<file path="src/rtl/wb2axip_pkg.sv">
// Shared definitions for the Wishbone arbitration blocks: grant-state encoding
// and owner identifiers used by the round-robin arbiter.
package wb2axip_pkg;

    typedef enum logic [1:0] {
        ST_IDLE  = 2'd0,
        ST_GNT_A = 2'd1,
        ST_GNT_B = 2'd2
    } arb_state_t;

    localparam logic OWNER_A = 1'b0;
    localparam logic OWNER_B = 1'b1;

endpackage

</file>
<file path="src/rtl/wb_flight_counter.sv">
// Outstanding-request counter for a pipelined Wishbone master: counts accepted
// strobes minus returned acks, saturating at both ends.
module wb_flight_counter #(
    parameter int LGFLIGHT = 3
) (
    input  logic                i_clk,
    input  logic                i_reset,
    input  logic                inc,
    input  logic                dec,
    input  logic                clr,
    output logic [LGFLIGHT-1:0] count,
    output logic                full
);

    assign full = (count == {LGFLIGHT{1'b1}});

    // Simultaneous inc and dec cancel; an ack with nothing in flight is ignored.
    always_ff @(posedge i_clk) begin
        if (i_reset || clr) begin
            count <= '0;
        end else if (inc && !dec && !full) begin
            count <= count + 1'b1;
        end else if (dec && !inc && (count != '0)) begin
            count <= count - 1'b1;
        end
    end

endmodule

</file>
<file path="src/rtl/wb_rr_arbiter.sv">
// Two-port round-robin arbiter sharing one pipelined Wishbone slave between
// masters A and B, with in-flight tracking and bus-error lockout.
module wb_rr_arbiter
    import wb2axip_pkg::*;
#(
    parameter int AW       = 12,
    parameter int DW       = 32,
    parameter int LGFLIGHT = 3
) (
    input  logic            i_clk,
    input  logic            i_reset,
    // Master A
    input  logic            i_acyc,
    input  logic            i_astb,
    input  logic            i_awe,
    input  logic [AW-1:0]   i_aaddr,
    input  logic [DW-1:0]   i_adata,
    input  logic [DW/8-1:0] i_asel,
    output logic            o_astall,
    output logic            o_aack,
    output logic            o_aerr,
    output logic [DW-1:0]   o_adata,
    // Master B
    input  logic            i_bcyc,
    input  logic            i_bstb,
    input  logic            i_bwe,
    input  logic [AW-1:0]   i_baddr,
    input  logic [DW-1:0]   i_bdata,
    input  logic [DW/8-1:0] i_bsel,
    output logic            o_bstall,
    output logic            o_back,
    output logic            o_berr,
    output logic [DW-1:0]   o_bdata,
    // Shared slave
    output logic            o_mcyc,
    output logic            o_mstb,
    output logic            o_mwe,
    output logic [AW-1:0]   o_maddr,
    output logic [DW-1:0]   o_mdata,
    output logic [DW/8-1:0] o_msel,
    input  logic            i_mstall,
    input  logic            i_mack,
    input  logic            i_merr,
    input  logic [DW-1:0]   i_mdata
);

    arb_state_t          state, state_next;
    logic                last_owner, last_owner_next;
    logic                err_lock;
    logic                gnt_a, gnt_b;
    logic                owner_cyc, owner_stb, owner_stall;
    logic                full;
    logic [LGFLIGHT-1:0] nflight;
    logic                cnt_inc, cnt_dec, cnt_clr;

    always_ff @(posedge i_clk) begin
        if (i_reset) begin
            state      <= ST_IDLE;
            last_owner <= OWNER_B;
        end else begin
            state      <= state_next;
            last_owner <= last_owner_next;
        end
    end

    // On a tie from IDLE the master that did not own the bus last time wins.
    always_comb begin
        state_next      = state;
        last_owner_next = last_owner;
        case (state)
            ST_IDLE: begin
                if (i_acyc && i_bcyc)
                    state_next = (last_owner == OWNER_B) ? ST_GNT_A : ST_GNT_B;
                else if (i_acyc)
                    state_next = ST_GNT_A;
                else if (i_bcyc)
                    state_next = ST_GNT_B;
            end
            ST_GNT_A: begin
                if (!i_acyc) begin
                    state_next      = i_bcyc ? ST_GNT_B : ST_IDLE;
                    last_owner_next = OWNER_A;
                end
            end
            ST_GNT_B: begin
                if (!i_bcyc) begin
                    state_next      = i_acyc ? ST_GNT_A : ST_IDLE;
                    last_owner_next = OWNER_B;
                end
            end
            default: state_next = ST_IDLE;
        endcase
    end

    assign gnt_a = (state == ST_GNT_A);
    assign gnt_b = (state == ST_GNT_B);

    always_comb begin
        owner_cyc = 1'b0;
        owner_stb = 1'b0;
        if (gnt_a) begin
            owner_cyc = i_acyc;
            owner_stb = i_astb;
        end else if (gnt_b) begin
            owner_cyc = i_bcyc;
            owner_stb = i_bstb;
        end
    end

    assign o_mcyc = owner_cyc && !err_lock;
    assign o_mstb = owner_stb && o_mcyc && !full;

    // Request fields follow the owner; A's fields are presented while idle.
    assign o_mwe   = gnt_b ? i_bwe   : i_awe;
    assign o_maddr = gnt_b ? i_baddr : i_aaddr;
    assign o_mdata = gnt_b ? i_bdata : i_adata;
    assign o_msel  = gnt_b ? i_bsel  : i_asel;

    assign owner_stall = i_mstall || full || err_lock;
    assign o_astall    = gnt_a ? owner_stall : 1'b1;
    assign o_bstall    = gnt_b ? owner_stall : 1'b1;

    assign o_aack = i_mack && gnt_a && i_acyc && !err_lock;
    assign o_aerr = i_merr && gnt_a && i_acyc && !err_lock;
    assign o_back = i_mack && gnt_b && i_bcyc && !err_lock;
    assign o_berr = i_merr && gnt_b && i_bcyc && !err_lock;

    assign o_adata = i_mdata;
    assign o_bdata = i_mdata;

    // Once the slave errors, the owner is locked out until it ends its cycle.
    always_ff @(posedge i_clk) begin
        if (i_reset) begin
            err_lock <= 1'b0;
        end else if (o_mcyc && i_merr) begin
            err_lock <= 1'b1;
        end else if ((gnt_a || gnt_b) && !owner_cyc) begin
            err_lock <= 1'b0;
        end
    end

    assign cnt_inc = o_mstb && !i_mstall;
    assign cnt_dec = i_mack && (nflight != '0);
    assign cnt_clr = (state_next != state) || !o_mcyc || i_merr;

    wb_flight_counter #(
        .LGFLIGHT(LGFLIGHT)
    ) u_flight (
        .i_clk  (i_clk),
        .i_reset(i_reset),
        .inc    (cnt_inc),
        .dec    (cnt_dec),
        .clr    (cnt_clr),
        .count  (nflight),
        .full   (full)
    );

endmodule

</file>
<file path="config.mk">
export PLATFORM = sky130hd
export DESIGN_NAME = wb_rr_arbiter
export DESIGN_NICKNAME = d
export VERILOG_FILES = /design/src/rtl/wb2axip_pkg.sv /design/src/rtl/wb_flight_counter.sv /design/src/rtl/wb_rr_arbiter.sv
export SDC_FILE = /design/constraint.sdc
export NUM_CORES = 1
export LEC_CHECK = 0
export CORE_AREA = 2 2 101 103
export CTS_BUF_LIST = sky130_fd_sc_hd__clkbuf_8
export CTS_CLUSTER_DIAMETER = 60
export CTS_CLUSTER_SIZE = 14
export DETAILED_ROUTE_END_ITERATION = 10
export DIE_AREA = 0 0 103 105
export GPL_TIMING_DRIVEN = 0
export PLACE_DENSITY_LB_ADDON = 0.15
export SLEW_MARGIN = 20
export SYNTH_ARGS = -nofsm -noshare
export SYNTH_HDL_FRONTEND = slang
export SYNTH_SLANG_ARGS = --single-unit
</file>
<file path="constraint.sdc">
create_clock -name i_clk -period 2.5 [get_ports i_clk]
set_input_delay 0.5 -clock i_clk [delete_from_list [all_inputs] [get_ports i_clk]]
set_output_delay 0.5 -clock i_clk [all_outputs]
set_load 0.05 [all_outputs]
</file>
# Yosys cells after proc, flatten, opt, wreduce, memory -nomap -nowiden
# Index checks and enable logic that the tools add are counted.
# classes
reduce_logical	43
eq_ne	6
muxes	26
add_sub_neg	2
# op_table
operator	count
32-bit two-way mux	1
1-bit logical AND	24
2-bit two-way mux	7
1-bit two-way mux	12
12-bit two-way mux	1
1-bit logical NOT	7
1-bit logical OR	6
3-bit two-way mux	2
2-bit one-hot mux with 3 select lines	1
2-bit nonzero test	3
4-bit two-way mux	1
2-bit != test, second input constant	2
3-bit by 1-bit adder with 3-bit output, second input constant	1
3-bit equality test, second input constant	1
3-bit AND reduction	1
3-bit nonzero test	1
3-bit by 1-bit subtractor with 3-bit output, second input constant	1
2-bit by 1-bit equality test with 1-bit output, second input constant	1
2-bit equality test, second input constant	1
2-bit logical NOT	1
2-bit != test	1
1-bit one-hot mux with 2 select lines	1
# totals
register_bits	7
word_cells	81

# Logic depth before layout (Yosys ltp)
# Gate-level depths: netlist of run 1.
# depth
ltp_word	12
ltp_mapped	10

# By module
# From an unflattened synthesis of run 1, not the netlist that was laid out.
# hier_totals
hier_cells	205
hier_area_um2	1756.7
# modules_own_cells
mod	instances	area_per_inst_um2	cells_per_inst
wb_rr_arbiter	1	1487.7	176
wb_flight_counter	1	269.0	29

# Worst setup path after synthesis of run 1
# No wires, ideal clock.
# synth_timing
kind	register -> register
startpoint	reg state[1]
endpoint	reg u_flight.count[2]
period_less_slack_ns	2.466
setup_ns	0.140
t_arrival_ns	2.326
setup_slack_ns	0.034
required_time_ns	2.360
path_stages_with_launch	11
path_cell_list	dfxtp_1 inv_1 ha_1 buf_4 nand4b_1 a21boi_4 nand2_1 fa_1 or3b_2 nand3_1 a31oi_1
# synth_via
elab_chain_cells	11
word_cells_on_any_way	29
classes_between	eq/ne (3); mux (11); reduce/logical (15)
# synth_lines
item	line_no	text
from (decl)	wb_rr_arbiter.sv:47	arb_state_t state, state_next;
from (signal assigned)	wb_rr_arbiter.sv:61	state <= state_next;
2-bit equality test	wb_rr_arbiter.sv:70, wb_rr_arbiter.sv:96	
1-bit two-way mux	wb_rr_arbiter.sv:104	end else if (gnt_b) begin
1-bit two-way mux	wb_rr_arbiter.sv:101	if (gnt_a) begin
1-bit logical AND	wb_rr_arbiter.sv:110	assign o_mcyc = owner_cyc && !err_lock;
1-bit logical AND (2 in series)	wb_rr_arbiter.sv:111	assign o_mstb = owner_stb && o_mcyc && !full;
1-bit logical AND	wb_rr_arbiter.sv:142	assign cnt_inc = o_mstb && !i_mstall;
1-bit logical NOT	wb_flight_counter.sv:23	end else if (dec && !inc && (count != '0)) begin
1-bit logical AND (2 in series)	wb_flight_counter.sv:23	
2-bit nonzero test (no line)	--	
to (signal assigned)	wb_flight_counter.sv:22	count <= count + 1'b1;
to (signal assigned)	wb_flight_counter.sv:24	count <= count - 1'b1;
to (decl)	wb_flight_counter.sv:11	output logic [LGFLIGHT-1:0] count,
# Several ways; a longest one is shown, not always the timed one.
# A chain may end at the register's enable or synchronous reset.

# Worst setup path after layout of run 1
# layout_timing
startpoint	reg state[1]
endpoint	out o_mdata[29]
# layout_via
elab_chain_cells	2
# layout_lines
item	line_no	text
2-bit equality test	wb_rr_arbiter.sv:96	assign gnt_b = (state == ST_GNT_B);
via gnt_b	wb_rr_arbiter.sv:50	logic gnt_a, gnt_b;
32-bit two-way mux	wb_rr_arbiter.sv:116	assign o_mdata = gnt_b ? i_bdata : i_adata;
to (decl)	wb_rr_arbiter.sv:39	output logic [DW-1:0] o_mdata,
# The timed path passes the listed nets, and every way through them passes these cells.

==> impl_results.rst, run 1 <==
.. list-table::
   :header-rows: 1

   * - Metric
     - Value
   * - Count of cells along the worst register-to-register path
     - 10
   * - GR Overflow Total
     - 0
   * - Worst-case setup slack after placement
     - -480 ps
   * - Largest incremental delay on the critical path
     - 360 ps
   * - HP Start
     - state[0]
   * - # H-tree levels
     - 1
   * - Worst slew slack as a fraction of its limit
     - 56.5%
   * - Clock transition at the registers of the reported paths
     - 40 ps
   * - Final setup slack of the worst path
     - 70.3 ps
   * - Crit share post-route
     - 97.2%
   * - Path type of the worst min-delay path
     - flip-flop to flip-flop
   * - FFs w/ async S/R, synth
     - 0%
   * - Area of the die
     - 10800 µm²
   * - Met2 Resource Use GR
     - 28.8%
   * - DIE HEIGHT
     - 105 µm
   * - DP Wirelength
     - 7500 µm
   * - Final cell count without fillers
     - 576
   * - Placed Cells
     - 566
   * - Share of final-layout standard cells stronger than drive strength 1
     - 44.7%
   * - Starting utilization of the core area
     - 18.3%
   * - Number of distinct library cells after synthesis
     - 41
   * - WS Path Type
     - flip-flop to primary output
   * - Area Overhead vs Synth
     - 132%
   * - Power Internal
     - 780 µW
   * - Cells along the critical path
     - buf_4 -> ha_2 -> buf_6 -> clkbuf_4 -> mux2_2 -> clkdlybuf4s15_2
   * - Clock tree skew after final layout
     - 2.74 ps
   * - Worst setup path startpoint
     - state[1]
   * - Post-synthesis instance area
     - 1760 µm²
   * - Vias in the first global route
     - 2293
   * - Final antenna-violating net count
     - 0
   * - Drt total wl
     - 8490 µm
   * - Critical path data required time
     - 2000 ps
   * - IO buf count
     - 225
   * - Sequential Area
     - 145 µm²
   * - Fraction of the core area covered by cells at the end of the flow
     - 42.3%
   * - Switch share
     - 53.3%
   * - Most heavily used metal layer in global routing
     - met2
   * - FF+latch count, synth
     - 7
   * - Setup repair after global routing missed its margin
     - no
   * - Total clock sinks
     - 7
   * - Final worst path period need
     - 2430 ps
   * - Vias/cell
     - 4.01
   * - Achievable frequency
     - 412 MHz
   * - Kind of launch point of the worst setup path
     - flip-flop
   * - Total count of hold-check failures in the final report
     - 0
   * - Core Box Area
     - 9640 µm²
   * - Part of the power in the clock network
     - 9.7%
   * - Worst endpoint data arrival time
     - 1930 ps
   * - Worst Hold Path Cells
     - 2
   * - Pin slew with the least headroom to its limit
     - 636 ps
   * - Number of vias in the routed layout
     - 2308
   * - Leakage component of the power
     - 0.00175 µW
   * - Overall track demand over capacity in global routing
     - 14.6%
   * - Drt first pass iters
     - 4
   * - Number of antenna violations at the first check in global routing
     - 0
   * - Pins Over Slew Limit
     - 0
   * - Largest buffer count on any clock path
     - 2
   * - Row Count
     - 36
   * - Setup TNS Final
     - 0 ps
   * - Number of synthesized flops with an enable pin
     - 0
   * - Net Sw Power
     - 891 µW
   * - CTS Root Buffer Type
     - sky130_fd_sc_hd__clkbuf_8
   * - Antenna diodes
     - 0
   * - Clock latency on the worst-skew pair
     - 230 ps
   * - Area occupied by multi-input gates
     - 1090 µm²
   * - Mean instance size in the synthesized netlist
     - 8.47 µm²
   * - Reported max-cap violation count
     - 0
   * - Die extent in x
     - 103 µm
   * - Power density normalized to cell area
     - 410 nW/µm²
   * - Met3 Use GR
     - 4.95%
   * - DR WL/cell
     - 14.7 µm
   * - Largest net degree at the start of global routing
     - 11
   * - Critical-path cell with the highest stage delay
     - sky130_fd_sc_hd__dfxtp_4
   * - Largest fanout on the critical path
     - 10
   * - CTS tree
     - done
   * - Placer congestion estimate
     - 0.800
   * - Sequential cell fraction of total power
     - 8.2%
   * - Run status
     - complete, no violations
   * - Filler Cell Count
     - 1000
   * - Share of power burned in combinational logic
     - 82.0%
   * - Peak supply drop
     - 0.162 mV
   * - Sequential share of the synthesized area
     - 7.95%
   * - Num ports
     - 260
   * - Launch point of the worst reg-to-reg path
     - state[1]
   * - Total Nets Final
     - 588
   * - Drt drc
     - 0
   * - Primary flip-flop cell chosen by synthesis mapping
     - sky130_fd_sc_hd__dfxtp_1
   * - Number of buffers inserted by hold repair at cts
     - 0
   * - CTS Buf Count
     - 3
   * - Yosys warns
     - 0
   * - Post-Syn Instances
     - 208
   * - Final setup viols
     - 0
   * - Met1 Usage GRT
     - 14.4%
   * - First-pass GRT wire length
     - 12200 µm
   * - CP endpoint kind
     - primary output
   * - DR iter-0 viols
     - 42
   * - Synthesized netlist net count
     - 352
path summary, 6_finish.rpt:
| check | end | slack, ps |
|---|---|---|
| min | state[0] | 560 |
| max | o_mdata[29] | 70 |
| min reg2reg | state[0] | 560 |
| max reg2reg | u_flight.count[2] | 150 |
through the flow:
stage / total power, µW / hold WS (ps) / cell area [µm²]
2_1_floorplan: 1060 / 520 / 1760
5_1_grt: 1750 / 601 / 4080
3_3_place_gp: 1570 / 552 / 4180
6_report: 1670 / 559 / 4080
4_1_cts: 1680 / 568 / 4050
3_5_place_dp: 1580 / 558 / 4180
cell usage in the layout, fill, tap and decap left out, types with 2 or more instances in the layout:
| master | count |
|---|---|
| sky130_fd_sc_hd__nand2b_1 | 8 |
| sky130_fd_sc_hd__clkdlybuf4s15_2 | 4 |
| sky130_fd_sc_hd__a21oi_1 | 8 |
| sky130_fd_sc_hd__buf_4 | 72 |
| sky130_fd_sc_hd__nand2_1 | 7 |
| sky130_fd_sc_hd__buf_2 | 48 |
| sky130_fd_sc_hd__ha_1 | 3 |
| sky130_fd_sc_hd__nand2_2 | 2 |
| sky130_fd_sc_hd__inv_1 | 3 |
| sky130_fd_sc_hd__clkbuf_4 | 5 |
| sky130_fd_sc_hd__a2111oi_0 | 2 |
| sky130_fd_sc_hd__dfxtp_1 | 5 |
| sky130_fd_sc_hd__nor2_1 | 10 |
| sky130_fd_sc_hd__o21ai_0 | 2 |
| sky130_fd_sc_hd__a31oi_1 | 2 |
| sky130_fd_sc_hd__nand3b_1 | 2 |
| sky130_fd_sc_hd__clkdlybuf4s50_1 | 168 |
| sky130_fd_sc_hd__clkbuf_8 | 3 |
| sky130_fd_sc_hd__nand4b_1 | 2 |
| sky130_fd_sc_hd__dlygate4sd2_1 | 7 |
| sky130_fd_sc_hd__mux2_2 | 49 |
| sky130_fd_sc_hd__inv_2 | 2 |
what timing repair did:
item	CTS	global route
pin swaps	4	5
setup endpoints to repair	58	34
resized for setup	267	4
buffers inserted	2	3
cloned	1	0
power groups by stage:
stage / Sequential [µW] / Clock [µW] / Combinational (µW)
3_5_place_dp: 137 / 0 / 1440
3_3_place_gp: 138 / 0 / 1430
6_report: 138 / 162 / 1370
4_1_cts: 137 / 167 / 1370
2_1_floorplan: 133 / 0 / 930
5_1_grt: 140 / 172 / 1430
flip-flops by register name, indices dropped and copies added (netlist names):
signal / count
last_owner: 1
u_flight.count: 3
state: 2
err_lock: 1
cell usage after synthesis, drive strengths merged, types with 2 or more instances:
master / instances / share of area, %
a31oi: 2 / 0.71
nand2: 9 / 2.1
inv: 4 / 0.85
a21boi: 2 / 1.5
nor2: 10 / 2.1
clkbuf: 5 / 1.1
a2111oi: 2 / 0.99
nand2b: 8 / 2.8
o21ai: 2 / 0.57
a21oi: 9 / 2.8
a311oi: 2 / 1.3
mux2: 49 / 31
nand4b: 2 / 0.99
buf: 69 / 29
nand3b: 3 / 2.0
ha: 4 / 2.8
dfxtp: 7 / 8.0
nor3: 2 / 0.85
nand3: 2 / 0.57
cells by family after synthesis:
| logic type | share of synthesized area (%) |
|---|---|
| adder cells (fa/ha/maj) | 3.98 |
| AO/OA/AOI/OAI | 11.0 |
| XOR/XNOR | 0.497 |
| multiplexers | 31.9 |
| AND/OR/NAND/NOR | 13.6 |
| flip-flops | 7.95 |
| buffers and inverters | 31.0 |
critical path: cells and delay by family (launching register included):
kind / cells / cell delay (ps)
fa+ha+maj: 1 / 190
buf+inv: 4 / 790
flops: 1 / 360
mux: 1 / 360
final cells by class:
| class | count | share of cell area (%) |
|---|---|---|
| plain buffers | 74 | 13.6 |
| multi-input cells | 123 | 26.7 |
| repair buffers | 231 | 50.6 |
| clock buffers | 3 | 1.01 |
| well taps | 133 | 4.08 |
| flip-flops and latches | 7 | 3.56 |
| inverters | 4 | 0.368 |
| clock inverters | 1 | 0.0920 |
routing by layer:
layer | part of all wire, % | up-vias
li1 | - | 1129
met5 | 0 | -
met1 | 32 | 1054
met4 | 0.27 | 0
met2 | 57 | 123
met3 | 11 | 2
(Power assumes the default switching activity.)
==> inputs of run 2 (changes only) <==
--- a/config.mk
+++ b/config.mk
@@ -6,13 +6,12 @@
 export NUM_CORES = 1
 export LEC_CHECK = 0
 export CORE_AREA = 2 2 101 103
-export CTS_BUF_LIST = sky130_fd_sc_hd__clkbuf_8
 export CTS_CLUSTER_DIAMETER = 60
 export CTS_CLUSTER_SIZE = 14
 export DETAILED_ROUTE_END_ITERATION = 10
 export DIE_AREA = 0 0 103 105
 export GPL_TIMING_DRIVEN = 0
-export PLACE_DENSITY_LB_ADDON = 0.15
+export PLACE_DENSITY = 0.68
 export SLEW_MARGIN = 20
 export SYNTH_ARGS = -nofsm -noshare
 export SYNTH_HDL_FRONTEND = slang
==> impl_results.rst, run 2 (synthesis results as in run 1) <==
.. list-table::
   :header-rows: 1

   * - Metric
     - Value
   * - Run status
     - complete, no violations
   * - Slack of the worst reg-to-reg path
     - 110 ps
   * - # H-tree levels
     - 1
   * - Largest register FFs
     - 3
   * - Most frequent standard cell in the layout excluding fill and tap cells
     - sky130_fd_sc_hd__clkdlybuf4s50_1
   * - Pins Over Slew Limit
     - 0
   * - First-pass GRT wire length
     - 11300 µm
   * - Share of final-layout standard cells stronger than drive strength 1
     - 44.7%
   * - Leakage component of the power
     - 0.00175 µW
   * - Final setup viols
     - 0
   * - CTS Buf Count
     - 3
   * - DP Wirelength
     - 6840 µm
   * - DR WL/cell
     - 13.5 µm
   * - Top Family by Delay on Critical Path
     - compound AO/OA/AOI/OAI gates
   * - Clock transition at the registers of the reported paths
     - 40 ps
   * - Drt first pass iters
     - 4
   * - Reported max-cap violation count
     - 0
   * - Final antenna-violating net count
     - 0
   * - Final cell count without fillers
     - 576
   * - Total clock sinks
     - 7
   * - WS Path Type
     - input port to flip-flop
   * - DIE HEIGHT
     - 105 µm
   * - GR Overflow Total
     - 0
   * - Overall track demand over capacity in global routing
     - 12.9%
   * - Crit share post-route
     - 97.2%
   * - Setup TNS Final
     - 0 ps
   * - Largest buffer count on any clock path
     - 2
   * - Peak supply drop
     - 0.190 mV
   * - CP endpoint kind
     - flip-flop
   * - Starting utilization of the core area
     - 18.3%
   * - Num ports
     - 260
   * - Total count of hold-check failures in the final report
     - 0
   * - Number of antenna violations at the first check in global routing
     - 0
   * - DR iter-0 viols
     - 42
   * - Worst endpoint data arrival time
     - 2520 ps
   * - Largest register by flop count
     - u_flight.count
   * - Area Overhead vs Synth
     - 131%
   * - Largest incremental delay on the critical path
     - 410 ps
   * - Die extent in x
     - 103 µm
   * - Fraction of the core area covered by cells at the end of the flow
     - 42.3%
   * - CTS Root Buffer Type
     - sky130_fd_sc_hd__clkbuf_8
   * - Core Box Area
     - 9640 µm²
   * - Placer congestion estimate
     - 0.807
   * - Number of vias in the routed layout
     - 2325
   * - Post-Route Hold Slack
     - 557 ps
   * - Pin slew with the least headroom to its limit
     - 575 ps
   * - Setup repair after global routing missed its margin
     - no
   * - Path type of the worst min-delay path
     - flip-flop to flip-flop
   * - Number of buffers and inverters on the critical path
     - 1
   * - Largest fanout on the critical path
     - 4
   * - Placed Cells
     - 566
   * - Area of the die
     - 10800 µm²
   * - Antenna diodes
     - 0
   * - Vias in the first global route
     - 2347
   * - Cells along the critical path
     - clkdlybuf4s50_1 -> a311oi_2 -> a21boi_4 -> nand2_2 -> fa_2 -> or3b_4 -> nand3_1 -> a31oi_1
   * - Drt drc
     - 0
   * - Kind of launch point of the worst setup path
     - input port
   * - Vias/cell
     - 4.04
   * - IO buf count
     - 225
   * - Row Count
     - 36
   * - CTS tree
     - done
   * - Final worst path period need
     - 2430 ps
   * - Clock latency on the worst-skew pair
     - 230 ps
   * - Critical path data required time
     - 2580 ps
   * - Power density normalized to cell area
     - 409 nW/µm²
   * - Clock tree skew after final layout
     - 3.22 ps
   * - Most used cells in the layout excluding fill and tap cells
     - sky130_fd_sc_hd__clkdlybuf4s50_1 (168), sky130_fd_sc_hd__buf_4 (73), sky130_fd_sc_hd__mux2_2 (49), sky130_fd_sc_hd__buf_2 (49), sky130_fd_sc_hd__nor2_1 (10)
   * - Achievable frequency
     - 411 MHz
   * - Critical-path cell with the highest stage delay
     - sky130_fd_sc_hd__clkdlybuf4s50_1
   * - Total Nets Final
     - 588
   * - Worst slew slack as a fraction of its limit
     - 61.1%
   * - Largest registers
     - u_flight.count x3, state x2
   * - Largest net degree at the start of global routing
     - 11
   * - Drt total wl
     - 7760 µm
## run 2: report_power, final
part	internal [µW]	total (µW)	switching [µW]
Clock	111	163	52.8
Combinational	555	1360	809
Sequential	123	138	15.2
## run 2: metrics by stage
step / power [µW] / instance area, µm² / setup WS [ps]
CTS: 1670 / 4060 / -51.2
global placement: 1560 / 4180 / -417
global route: 1750 / 4080 / 4.07
floorplan: 1060 / 1760 / 34.3
detailed placement: 1570 / 4180 / -465
finish: 1660 / 4080 / 69.2
## run 2: layer usage
layer / GRT usage [%] / vias up / wire length (µm)
met5: 0 / - / 0
met4: 1.03 / 0 / 29
met3: 3.34 / 2 / 719
met2: 25.9 / 132 / 4380
met1: 13.4 / 1059 / 2630
li1: - / 1132 / -
## run 2: final timing paths
kind / cells past startpoint / startpoint / endpoint
min reg2reg: 2 / state[0] / state[0]
max reg2reg: 10 / state[1] / u_flight.count[2]
min: 2 / state[0] / state[0]
max: 8 / i_mstall / u_flight.count[2]
## run 2: worst reg2reg max path: stages, from the launching register on
cell and delay [ps]:
sky130_fd_sc_hd__dfxtp_4 370, sky130_fd_sc_hd__inv_2 70, sky130_fd_sc_hd__ha_1 190, sky130_fd_sc_hd__buf_6 130
sky130_fd_sc_hd__nand4b_1 240, sky130_fd_sc_hd__a21boi_4 200, sky130_fd_sc_hd__nand2_2 80, sky130_fd_sc_hd__fa_2 400
sky130_fd_sc_hd__or3b_4 400, sky130_fd_sc_hd__nand3_1 90, sky130_fd_sc_hd__a31oi_1 90
## run 2: layout make-up
class                           instances  area, µm²
Buffer                                 74        568
Clock buffer                            4       45.0
Fill cell                             980       5560
Inverter                                4       15.0
Multi-Input combinational cell        123       1080
Sequential cell                         7        145
Tap cell                              133        166
Timing Repair Buffer                  231       2050
## run 2: what timing repair did
item	4_1_cts	5_1_grt
resized for setup	268	16
setup endpoints to repair	58	50
hold buffers	0	0
gates cloned	0	0
pin swaps	3	5
endpoints found under the hold margin	0	0
buffers inserted	4	2
